`config.mk`:
```
export PLATFORM = sky130hd
export DESIGN_NAME = pll_mgmt_slave
export DESIGN_NICKNAME = d
export VERILOG_FILES = /design/src/rtl/pll_mgmt_slave.sv
export SDC_FILE = /design/constraint.sdc
export NUM_CORES = 1
export LEC_CHECK = 0
export CORE_MARGIN = 4
export CORE_UTILIZATION = 49
export CTS_CLUSTER_SIZE = 28
export DETAILED_ROUTE_END_ITERATION = 12
export GPL_ROUTABILITY_DRIVEN = 0
export PLACE_DENSITY = 0.76
export RECOVER_POWER = 25
export SYNTH_ARGS = -nofsm -noshare
export SYNTH_HDL_FRONTEND = slang
export SYNTH_SLANG_ARGS = --single-unit
```
`constraint.sdc`:
```
create_clock -name mgmt_clk -period 2.4 [get_ports mgmt_clk]
set_input_delay 0.48 -clock mgmt_clk [delete_from_list [all_inputs] [get_ports mgmt_clk]]
set_output_delay 0.48 -clock mgmt_clk [all_outputs]
set_load 0.01 [all_outputs]
```
`src/rtl/pll_mgmt_slave.sv`:
```
// rtl/pll_mgmt_slave.sv - Avalon-MM PLL reconfiguration responder with shadow dividers and lock model
module pll_mgmt_slave #(
    parameter int RECONF_CYCLES = 64,
    parameter int LOCK_DELAY    = 16
) (
    input  logic        mgmt_clk,
    input  logic        mgmt_reset_n,
    input  logic [5:0]  mgmt_address,
    input  logic        mgmt_write,
    input  logic [31:0] mgmt_writedata,
    input  logic        mgmt_read,
    output logic [31:0] mgmt_readdata,
    output logic        mgmt_waitrequest,
    output logic [8:0]  n_div,
    output logic [8:0]  m_div,
    output logic [8:0]  c0_div,
    output logic [31:0] m_frac,
    output logic        reconf_busy,
    output logic        locked,
    output logic        pll_changed
);
    localparam logic [15:0] BUSY_LAST = 16'(RECONF_CYCLES - 1);
    localparam logic [15:0] LOCK_LAST = 16'(LOCK_DELAY - 1);

    localparam logic [5:0] A_MODE   = 6'd0;
    localparam logic [5:0] A_STATUS = 6'd1;
    localparam logic [5:0] A_START  = 6'd2;
    localparam logic [5:0] A_N      = 6'd3;
    localparam logic [5:0] A_M      = 6'd4;
    localparam logic [5:0] A_C      = 6'd5;
    localparam logic [5:0] A_MFRAC  = 6'd7;

    typedef enum logic {S_IDLE, S_BUSY} state_t;

    state_t      state, state_nxt;
    logic [15:0] busy_cnt, busy_cnt_nxt, lock_cnt;
    logic        mode, rd_phase;
    logic        busy, last_busy, stall, wr_acc, start_acc, rd_first;
    logic [17:0] n_sh, m_sh, c0_sh;
    logic [31:0] m_frac_sh, rd_mux;

    // Zero high+low means the full 256 count, as the counter wraps.
    function automatic logic [8:0] eff_div(input logic [17:0] w);
        logic [8:0] sum;
        sum = {1'b0, w[15:8]} + {1'b0, w[7:0]};
        if (w[16])
            eff_div = 9'd1;
        else if (sum == 9'd0)
            eff_div = 9'd256;
        else
            eff_div = sum;
    endfunction

    assign busy             = (state == S_BUSY);
    assign last_busy        = busy && (busy_cnt == BUSY_LAST);
    assign stall            = busy && !mode;
    // A read's first cycle always stalls while its register is captured.
    assign mgmt_waitrequest = stall || (mgmt_read && !mgmt_write && !rd_phase);
    assign wr_acc           = mgmt_write && !mgmt_waitrequest;
    assign start_acc        = wr_acc && (mgmt_address == A_START) && !busy;
    assign rd_first         = mgmt_read && !mgmt_write && !rd_phase && !stall;
    assign reconf_busy      = busy;
    assign pll_changed      = last_busy;

    always_comb begin
        state_nxt    = state;
        busy_cnt_nxt = busy_cnt;
        case (state)
            S_IDLE: begin
                if (start_acc) begin
                    state_nxt    = S_BUSY;
                    busy_cnt_nxt = 16'd0;
                end
            end
            S_BUSY: begin
                if (last_busy)
                    state_nxt = S_IDLE;
                else
                    busy_cnt_nxt = busy_cnt + 16'd1;
            end
            default: state_nxt = S_IDLE;
        endcase
    end

    always_comb begin
        rd_mux = 32'd0;
        case (mgmt_address)
            A_MODE:   rd_mux = {31'd0, mode};
            A_STATUS: rd_mux = {31'd0, !busy};
            A_N:      rd_mux = {14'd0, n_sh};
            A_M:      rd_mux = {14'd0, m_sh};
            A_C:      rd_mux = {14'd0, c0_sh};
            A_MFRAC:  rd_mux = m_frac_sh;
            default:  rd_mux = 32'd0;
        endcase
    end

    always_ff @(posedge mgmt_clk) begin
        if (!mgmt_reset_n) begin
            state         <= S_IDLE;
            busy_cnt      <= 16'd0;
            mode          <= 1'b0;
            rd_phase      <= 1'b0;
            n_sh          <= 18'd0;
            m_sh          <= 18'd0;
            c0_sh         <= 18'd0;
            m_frac_sh     <= 32'd0;
            mgmt_readdata <= 32'd0;
            n_div         <= 9'd1;
            m_div         <= 9'd1;
            c0_div        <= 9'd1;
            m_frac        <= 32'd0;
            locked        <= 1'b0;
            lock_cnt      <= 16'd0;
        end else begin
            state    <= state_nxt;
            busy_cnt <= busy_cnt_nxt;
            rd_phase <= rd_first;
            if (rd_first)
                mgmt_readdata <= rd_mux;
            if (wr_acc) begin
                case (mgmt_address)
                    A_MODE:  mode <= mgmt_writedata[0];
                    A_N:     n_sh <= mgmt_writedata[17:0];
                    A_M:     m_sh <= mgmt_writedata[17:0];
                    A_C: begin
                        if (mgmt_writedata[22:18] == 5'd0)
                            c0_sh <= mgmt_writedata[17:0];
                    end
                    A_MFRAC: m_frac_sh <= mgmt_writedata;
                    default: ;
                endcase
            end
            // Commit samples shadows before any write accepted on the same edge.
            if (last_busy) begin
                n_div  <= eff_div(n_sh);
                m_div  <= eff_div(m_sh);
                c0_div <= eff_div(c0_sh);
                m_frac <= m_frac_sh;
            end
            if (busy || start_acc) begin
                locked   <= 1'b0;
                lock_cnt <= 16'd0;
            end else if (!locked) begin
                if (lock_cnt == LOCK_LAST)
                    locked <= 1'b1;
                else
                    lock_cnt <= lock_cnt + 16'd1;
            end
        end
    end
endmodule

```
======== Word level (Yosys, flattened, before mapping) ========
Cells that the tools add are included.
operators by class
  add/sub/neg operators ................... 5
  muxes and demuxes ....................... 15
  equal/unequal tests ..................... 10
  bitwise operators ....................... 4
  reductions and logical operators ........ 29
operators with widths
  cell                                                                    count
  32-bit case mux with 6 select lines                                     1
  9-bit two-way mux                                                       6
  16-bit by 1-bit adder with 16-bit output, second input constant         2
  16-bit two-way mux                                                      2
  16-bit case mux with 2 select lines                                     1
  8-bit by 8-bit adder with 9-bit output                                  3
  9-bit logical NOT                                                       3
  6-bit by 3-bit equality test with 1-bit output, second input constant   3
  16-bit by 4-bit equality test with 1-bit output, second input constant  1
  16-bit by 6-bit equality test with 1-bit output, second input constant  1
  6-bit by 2-bit equality test with 1-bit output, second input constant   2
  2-bit AND reduction                                                     6
  1-bit logical AND                                                       8
  6-bit by 1-bit equality test with 1-bit output, second input constant   1
  1-bit logical NOT                                                       6
  6-bit logical NOT                                                       1
  5-bit logical NOT                                                       1
  1-bit two-way mux                                                       4
  2-bit inequality test, second input constant                            2
  1-bit inverter                                                          4
  3-bit AND reduction                                                     1
  1-bit logical OR                                                        2
  1-bit case mux with 2 select lines                                      1
  2-bit OR reduction                                                      1
word-level totals
  bits of input ports ..................... 42
  output and inout port bits .............. 95
  flip-flop bits (word level) ............. 213

======== Depth between registers and ports, before layout ========
Gate-level depths: netlist of the first run.
  depth after elaboration ................. 10
  depth in mapped cells ................... 9
  depth with buffers taken out ............ 8

======== Worst setup path after synthesis of the first run ========
OpenSTA, ideal clock, no wires.
  kind .................................... register to register
  start ................................... register c0_sh[0]
  end ..................................... register c0_div[8]
  setup slack ............................. 190 ps
  period minus slack after synthesis ...... 2210 ps
  stages on the path, launching flop included .. 8
  arrival ................................. 2141 ps
  path buffers ............................ 0
  cell sequence ........................... dfxtp_1 -> ha_1 -> fa_1 -> a21o_1 -> a221oi_1 -> xnor2_1 -> or4_1 -> o21ai_1
between the ends
  longest elaborated chain between the ends .. 4
RTL lines
  item                                      line  source
  from (decl)                               39    logic [17:0] n_sh, m_sh, c0_sh;
  from (signal assigned)                    128   c0_sh <= mgmt_writedata[17:0];
  8-bit by 8-bit adder with 9-bit output *  45    sum = {1'b0, w[15:8]} + {1'b0, w[7:0]};
  9-bit logical NOT                         48    else if (sum == 9'd0)
  9-bit two-way mux *                       48
  9-bit two-way mux *                       46    if (w[16])
  to (signal assigned)                      138   c0_div <= eff_div(c0_sh);
  to (decl)                                 16    output logic [8:0] c0_div,
Every way passes the cells marked *; elsewhere a longest branch is shown, timed or not.
A chain may end at the register's enable or synchronous reset.

======== Worst setup path in the final report of the first run ========
Ends and elaborated chain as after synthesis.

==> flow_summary.json, run 1 <==
{
  "place_inst": 1483,
  "avgSynthCellArea_sq_um": 8.733,
  "grt_pass1_wl_mm": 43.19,
  "numCtsBuffers": 23,
  "die_y_microns": 148.2,
  "critPathLaunchType": "flop",
  "path_class": "reg -> reg",
  "fin_cells": 1523,
  "ant_nets": 0,
  "cts-root-to-sink-buffers": 3,
  "synthToLayoutAreaGrowth_pct": 27.91,
  "finalSetupTns_ns": 0,
  "cp-end-kind": "flop",
  "synthCells": 1103,
  "max_clock_freq_mhz": 426.3,
  "crit_required_ns": 2.83,
  "grt_max_degree": 64,
  "n_antenna_cell": 0,
  "critPathMaxFanout": 2,
  "port-buffer-count": 136,
  "drt_first_pass_iters": 6,
  "dpl.hpwl_mm": 18.59,
  "dieArea_sq_mm": 0.02197,
  "fin_nets": 1317,
  "period_needed_ns": 2.346,
  "hold_viol": 0,
  "ir_drop_uv": 558.4,
  "viasPerCell": 5.510,
  "htree_levels": 1,
  "clock_latency_ns": 0.50,
  "max-cap-violations": 0,
  "core.rowCount": 51,
  "clk_pin_slew_worst_paths_ns": 0.06,
  "routedWlPerCell_microns": 17.39,
  "groute.usage.overall_pct": 23.71,
  "drt-total-wl_mm": 26.48,
  "drtIter0Drc": 709,
  "synth_seq_cells": 213,
  "grt_overflow": 0,
  "root_buffer": "clkbuf_16",
  "setup_viol": 0,
  "grt_pass1_vias": 8136,
  "ys_async_sr_fraction_pct": 0,
  "fin_area_sq_mm": 0.01232,
  "finClkSkew_ns": 0.009299,
  "crit_arrival_ns": 2.78,
  "worstMarginPinSlew_ns": 0.8318,
  "utilization_pct": 63.52,
  "dp_slack_ns": -0.1388,
  "power_density_mw_per_mm2": 595.0,
  "vias": 8391,
  "finalMaxSlewViolations": 0,
  "synthFlopType": "dfxtp_1",
  "p_leak_nw": 4.430,
  "core-area_sq_mm": 0.01940,
  "drive_above_1_share_pct": 8.744,
  "cts_sinks": 213,
  "yosysSeqAreaShare_pct": 44.27,
  "ys_types": 55,
  "multiInputGateArea_sq_mm": 0.005131,
  "synth-edff-count": 0,
  "cts_tree": "built",
  "design.portCount": 137,
  "ctsHoldBuffers": 0,
  "final.fill_count": 1681,
  "slew_headroom_pct": 44.54,
  "syn_area_sq_mm": 0.009633,
  "antenna_found_initial": 0,
  "placed_cell_area_sq_mm": 0.01153,
  "drc": 0,
  "worst_slack_ns": 0.05402,
  "yosys_warnings": 0,
  "period_share_pct": 97.75,
  "chipWidth_microns": 148.2,
  "start_util_pct": 49.66,
  "synth_nets": 1174,
  "regArea_sq_mm": 0.004270,
  "hp-class": "in -> reg",
  "status": "completed"
}
==> flip-flops by register name, indices dropped and copies added (netlist names), 9 cells and up <==
register,count
busy_cnt,16
c0_sh,18
m_div,9
n_sh,18
m_frac_sh,32
lock_cnt,16
mgmt_readdata,32
n_div,9
m_sh,18
m_frac,32
c0_div,9
==> synthesized netlist by cell type, drive strengths merged (12+ instances only) <==
cell	number	area [sq um]
nand2	257	964.7
dfxtp	213	4264
a21boi	118	885.9
nor2	56	210.2
nor2b	56	350.3
clkbuf	54	202.7
mux2i	39	390.4
nor3	36	195.2
ha	26	325.3
nand3	26	130.1
xnor2	24	210.2
a21o	23	172.7
a21oi	22	110.1
xor2	20	175.2
a222oi	17	170.2
o21ai	14	70.06
buf	12	65.06
nand4	12	81.33
==> power by group <==
group          leakage, nW  total [mW]  internal, mW  switching, mW
Clock                0.359        3.48          2.11           1.37
Combinational         2.35       0.295         0.143          0.151
Sequential            1.72        3.56          3.55        0.00998
==> layout make-up <==
cell class | count | share of cell area (%)
clock buffers | 31 | 5.321
flip-flops and latches | 213 | 34.66
repair buffers | 184 | 14.81
well taps | 265 | 2.691
multi-input cells | 819 | 41.64
clock inverters | 6 | 0.6905
inverters | 5 | 0.1929
==> worst paths after layout <==
| kind | start | to | slack (ns) | cells past startpoint |
|---|---|---|---|---|
| worst max-delay path | c0_sh[0] | c0_div[8] | 0.05 | 8 |
| worst min-delay path | mgmt_reset_n | m_div[0] | 0.38 | 2 |
| worst max register to register | c0_sh[0] | c0_div[8] | 0.05 | 8 |
| worst min register to register | m_frac[29] | m_frac[29] | 0.46 | 2 |
==> per-layer routing <==
| metal | vias up | track usage (%) | share of wire [%] |
|---|---|---|---|
| met5 | - | 0 | 0 |
| met1 | 3923 | 32.17 | 43 |
| met4 | 0 | 7.159 | 3.3 |
| met3 | 67 | 4.022 | 6.9 |
| met2 | 304 | 38.98 | 47 |
| li1 | 4097 | - | - |
==> critical path, stage by stage, from the launching register on <==
cell and delay, ns:
dfxtp_1 0.33, ha_1 0.24, fa_1 0.38, a21o_1 0.21, a21oi_1 0.18, xor2_1 0.25, nand4_1 0.14, or4_1 0.43
o21ai_1 0.12
==> timing repair <==
item | in CTS | in global routing
pin swaps | 3 | 3
endpoints found under the setup margin | 1 | 3
cloned | 0 | 0
resized for setup | 10 | 7
buffers inserted | 1 | 2
==> per-stage QoR <==
step	power [mW]	hold WS, ns
2_1_floorplan	3.764	0.4430
3_3_place_gp	3.926	0.4472
3_5_place_dp	3.925	0.4550
4_1_cts	7.391	0.3495
5_1_grt	7.545	0.3837
6_report	7.331	0.3759
==> kinds of logic after synthesis <==
| family | share of synthesized area (%) |
|---|---|
| AO/OA/AOI/OAI | 17.07 |
| XOR/XNOR | 4.001 |
| adder cells (fa/ha/maj) | 4.001 |
| buffers and inverters | 3.026 |
| flip-flops | 44.27 |
| multiplexers | 4.052 |
| AND/OR/NAND/NOR | 23.59 |
==> layout by cell type, fill, tap and decap left out, types with 20 or more instances in the layout <==
| cell type | Yosys | layout |
|---|---|---|
| a21boi_0 | 117 | 117 |
| a21o_1 | 23 | 23 |
| a21oi_1 | 22 | 22 |
| buf_4 | 1 | 34 |
| clkbuf_16 | 0 | 23 |
| clkdlybuf4s50_1 | 0 | 110 |
| dfxtp_1 | 213 | 210 |
| dlygate4sd3_1 | 0 | 24 |
| ha_1 | 26 | 25 |
| mux2i_1 | 39 | 39 |
| nand2_1 | 257 | 257 |
| nand3_1 | 26 | 26 |
| nor2_1 | 56 | 55 |
| nor2b_1 | 56 | 56 |
| nor3_1 | 33 | 32 |
| xnor2_1 | 24 | 24 |
| xor2_1 | 20 | 20 |
Note: power is estimated with default switching activity, not from simulation.
==> run 2, diff against run 1 <==
- GPL_TIMING_DRIVEN: default -> 0
- MAX_ROUTING_LAYER: default -> met4
==> run 2 against run 1 <==
Via count increased by 2.6%. Largest power group unchanged. Worst hold slack better by 0.086 ns. Clock-buffer cell count is 5 higher. Largest cell class unchanged. Total power down 0.76%. Clock power shrank 2%. Sequential power barely moved. Flip-flop and latch count stayed put. Design area down 0.34%. Utilization is 0.22 points lower.
==> flow_summary.json, run 2 (synthesis gave the netlist of run 1 again) <==
{
  "hold_viol": 0,
  "cts-root-to-sink-buffers": 3,
  "die_y_microns": 148.2,
  "setup_viol": 0,
  "reg2reg_slack_ns": 0.03,
  "dpl.hpwl_mm": 20.71,
  "fin_area_sq_mm": 0.01228,
  "grt_max_degree": 14,
  "drive_above_1_share_pct": 7.907,
  "status": "completed",
  "max-cap-violations": 0,
  "core-area_sq_mm": 0.01940,
  "p_seq_share_pct": 48.9,
  "design.portCount": 137,
  "rsz0062_at_grt": "true",
  "routedWlPerCell_microns": 18.18,
  "ant_nets": 0,
  "drt_first_pass_iters": 8,
  "numCtsBuffers": 23,
  "drt-total-wl_mm": 28.27,
  "grt_pass1_vias": 8308,
  "worstMarginPinSlew_ns": 0.8413,
  "max_clock_freq_mhz": 421.9,
  "top_regs": "m_frac x32, m_frac_sh x32, mgmt_readdata x32",
  "finClkSkew_ns": 0.01109,
  "core.rowCount": 51,
  "antenna_found_initial": 0,
  "chipWidth_microns": 148.2,
  "comb_power_share_pct": 4.2,
  "crit_required_ns": 2.80,
  "groute.usage.overall_pct": 25.41,
  "netSwitchingFraction_pct": 21.81,
  "clk_pin_slew_worst_paths_ns": 0.06,
  "fin_nets": 1344,
  "final_cell_mix": "256 x nand2_1, 206 x dfxtp_1, 133 x clkdlybuf4s50_1",
  "p_leak_nw": 4.274,
  "wl_met3_mm": 2.039,
  "drt-met1-wl_mm": 12.17,
  "p_sw_mw": 1.587,
  "crit_arrival_ns": 2.77,
  "holdPathStages": 2,
  "ir_drop_uv": 570.5,
  "dieArea_sq_mm": 0.02197,
  "finalMaxSlewViolations": 0,
  "fin_cells": 1555,
  "reg2reg_from": "m_sh[8]",
  "htree_levels": 1,
  "clockPowerShare_pct": 46.9,
  "worstHoldStart": "m_frac[29]",
  "ctsHoldBuffers": 0,
  "crit_slowest_cell": "fa_1",
  "root_buffer": "clkbuf_16",
  "internal_power_mw": 5.689,
  "dr_wl_met2_mm": 13.40,
  "fin_total_pwr_mw": 7.276,
  "path_class": "reg -> reg",
  "synthToLayoutAreaGrowth_pct": 27.47,
  "period_needed_ns": 2.370,
  "placed_cell_area_sq_mm": 0.01132,
  "critPathLaunchType": "flop",
  "routed.top_layer": "met4",
  "start_util_pct": 49.66,
  "final_common_cell": "nand2_1",
  "place_inst": 1503,
  "hp-class": "reg -> reg",
  "hold-path-endpoint": "m_frac[29]",
  "power_density_mw_per_mm2": 592.5,
  "grt_overflow": 0,
  "cp-end-kind": "flop",
  "period_share_pct": 98.77,
  "cts_sinks": 213,
  "drtIter0Drc": 711,
  "port-buffer-count": 135,
  "cts_tree": "built",
  "n_antenna_cell": 0,
  "viasPerCell": 5.537,
  "drc": 0,
  "clock_latency_ns": 0.51,
  "slew_headroom_pct": 43.91,
  "vias": 8610,
  "crit_chain": "ha_1 -> fa_1 -> a21o_1 -> a221oi_2 -> xor2_1 -> nand2_1 -> o41ai_2",
  "cpPeakStageDelay_ns": 0.41,
  "grt_pass1_wl_mm": 43.95,
  "rr_worst_depth": 7,
  "r2r-end": "m_div[8]",
  "critPathMaxFanout": 3
}
[run 2: cell types whose count changed in the layout (fill, tap and decap cells not counted), sizes merged]
cell / change
clkinv: +2
dlymetal6s2s: +1
dlygate4sd3: -24
clkbuf: +54
clkinvlp: -2
buf: -22
clkdlybuf4s50: +23
bufinv: -1
inv: +1
[run 2: what timing repair did]
item                                    in CTS  in global routing
cloned                                       0                  0
pin swaps                                    4                 11
endpoints found under the setup margin      44                131
resized for setup                           20                 34
buffers inserted                             5                  7
[run 2: critical path, delay by kind of cell, from the launching register on]
family	cells	cell delay, ns
adders and majority gates	2	0.65
AOI/OAI and AO/OA	3	0.87
and+or+nand+nor	1	0.11
DFF	1	0.36
xor gates and xnor gates	1	0.28
[run 2: worst max-delay path by stage]
stage | cells after the start | from | end | slack (ns)
detailed placement | 8 | mgmt_address[3] | mgmt_readdata[14] | -0.62
finish | 7 | m_sh[8] | m_div[8] | 0.03
global placement | 9 | mgmt_address[3] | c0_sh[7] | -0.55
floorplan | 7 | c0_sh[0] | c0_div[8] | 0.19
global route | 7 | m_sh[8] | m_div[8] | -0.04
CTS | 5 | busy_cnt[12] | pll_changed | -0.05
[run 2: power by group through the flow]
stage | registers, mW | logic, mW | clock network (mW)
floorplan | 3.63 | 0.134 | 0
global placement | 3.63 | 0.290 | 0
detailed placement | 3.63 | 0.291 | 0
CTS | 3.56 | 0.296 | 3.46
global route | 3.56 | 0.323 | 3.60
finish | 3.56 | 0.306 | 3.41
[run 2: cell type report]
| type | count | area, sq um |
|---|---|---|
| Multi-Input combinational cell | 819 | 5204 |
| Inverter | 5 | 23.77 |
| Tap cell | 265 | 331.6 |
| Sequential cell | 213 | 4273 |
| Buffer | 64 | 275.3 |
| Clock buffer | 36 | 664.4 |
| Timing Repair Buffer | 147 | 1445 |
| Clock inverter | 6 | 62.56 |
| Fill cell | 1691 | 7119 |
[run 2: per-stage QoR]
stage	setup WS (ns)	TNS [ns]	utilization, %	hold slack, ns
3_5_place_dp	-0.6170	-49.71	58.33	0.4486
2_1_floorplan	0.1903	0	-	0.4430
4_1_cts	-0.04686	-0.04686	62.60	0.4655
5_1_grt	-0.03601	-0.07887	63.30	0.4855
6_report	0.02963	0	63.30	0.4620
3_3_place_gp	-0.5524	-44.01	58.33	0.4419
[run 2: metal layers]
layer | global-route usage [%] | up-vias
met4 | 6.420 | 0
li1 | - | 4156
met5 | - | -
met3 | 4.083 | 61
met1 | 32.95 | 4066
met2 | 41.86 | 327
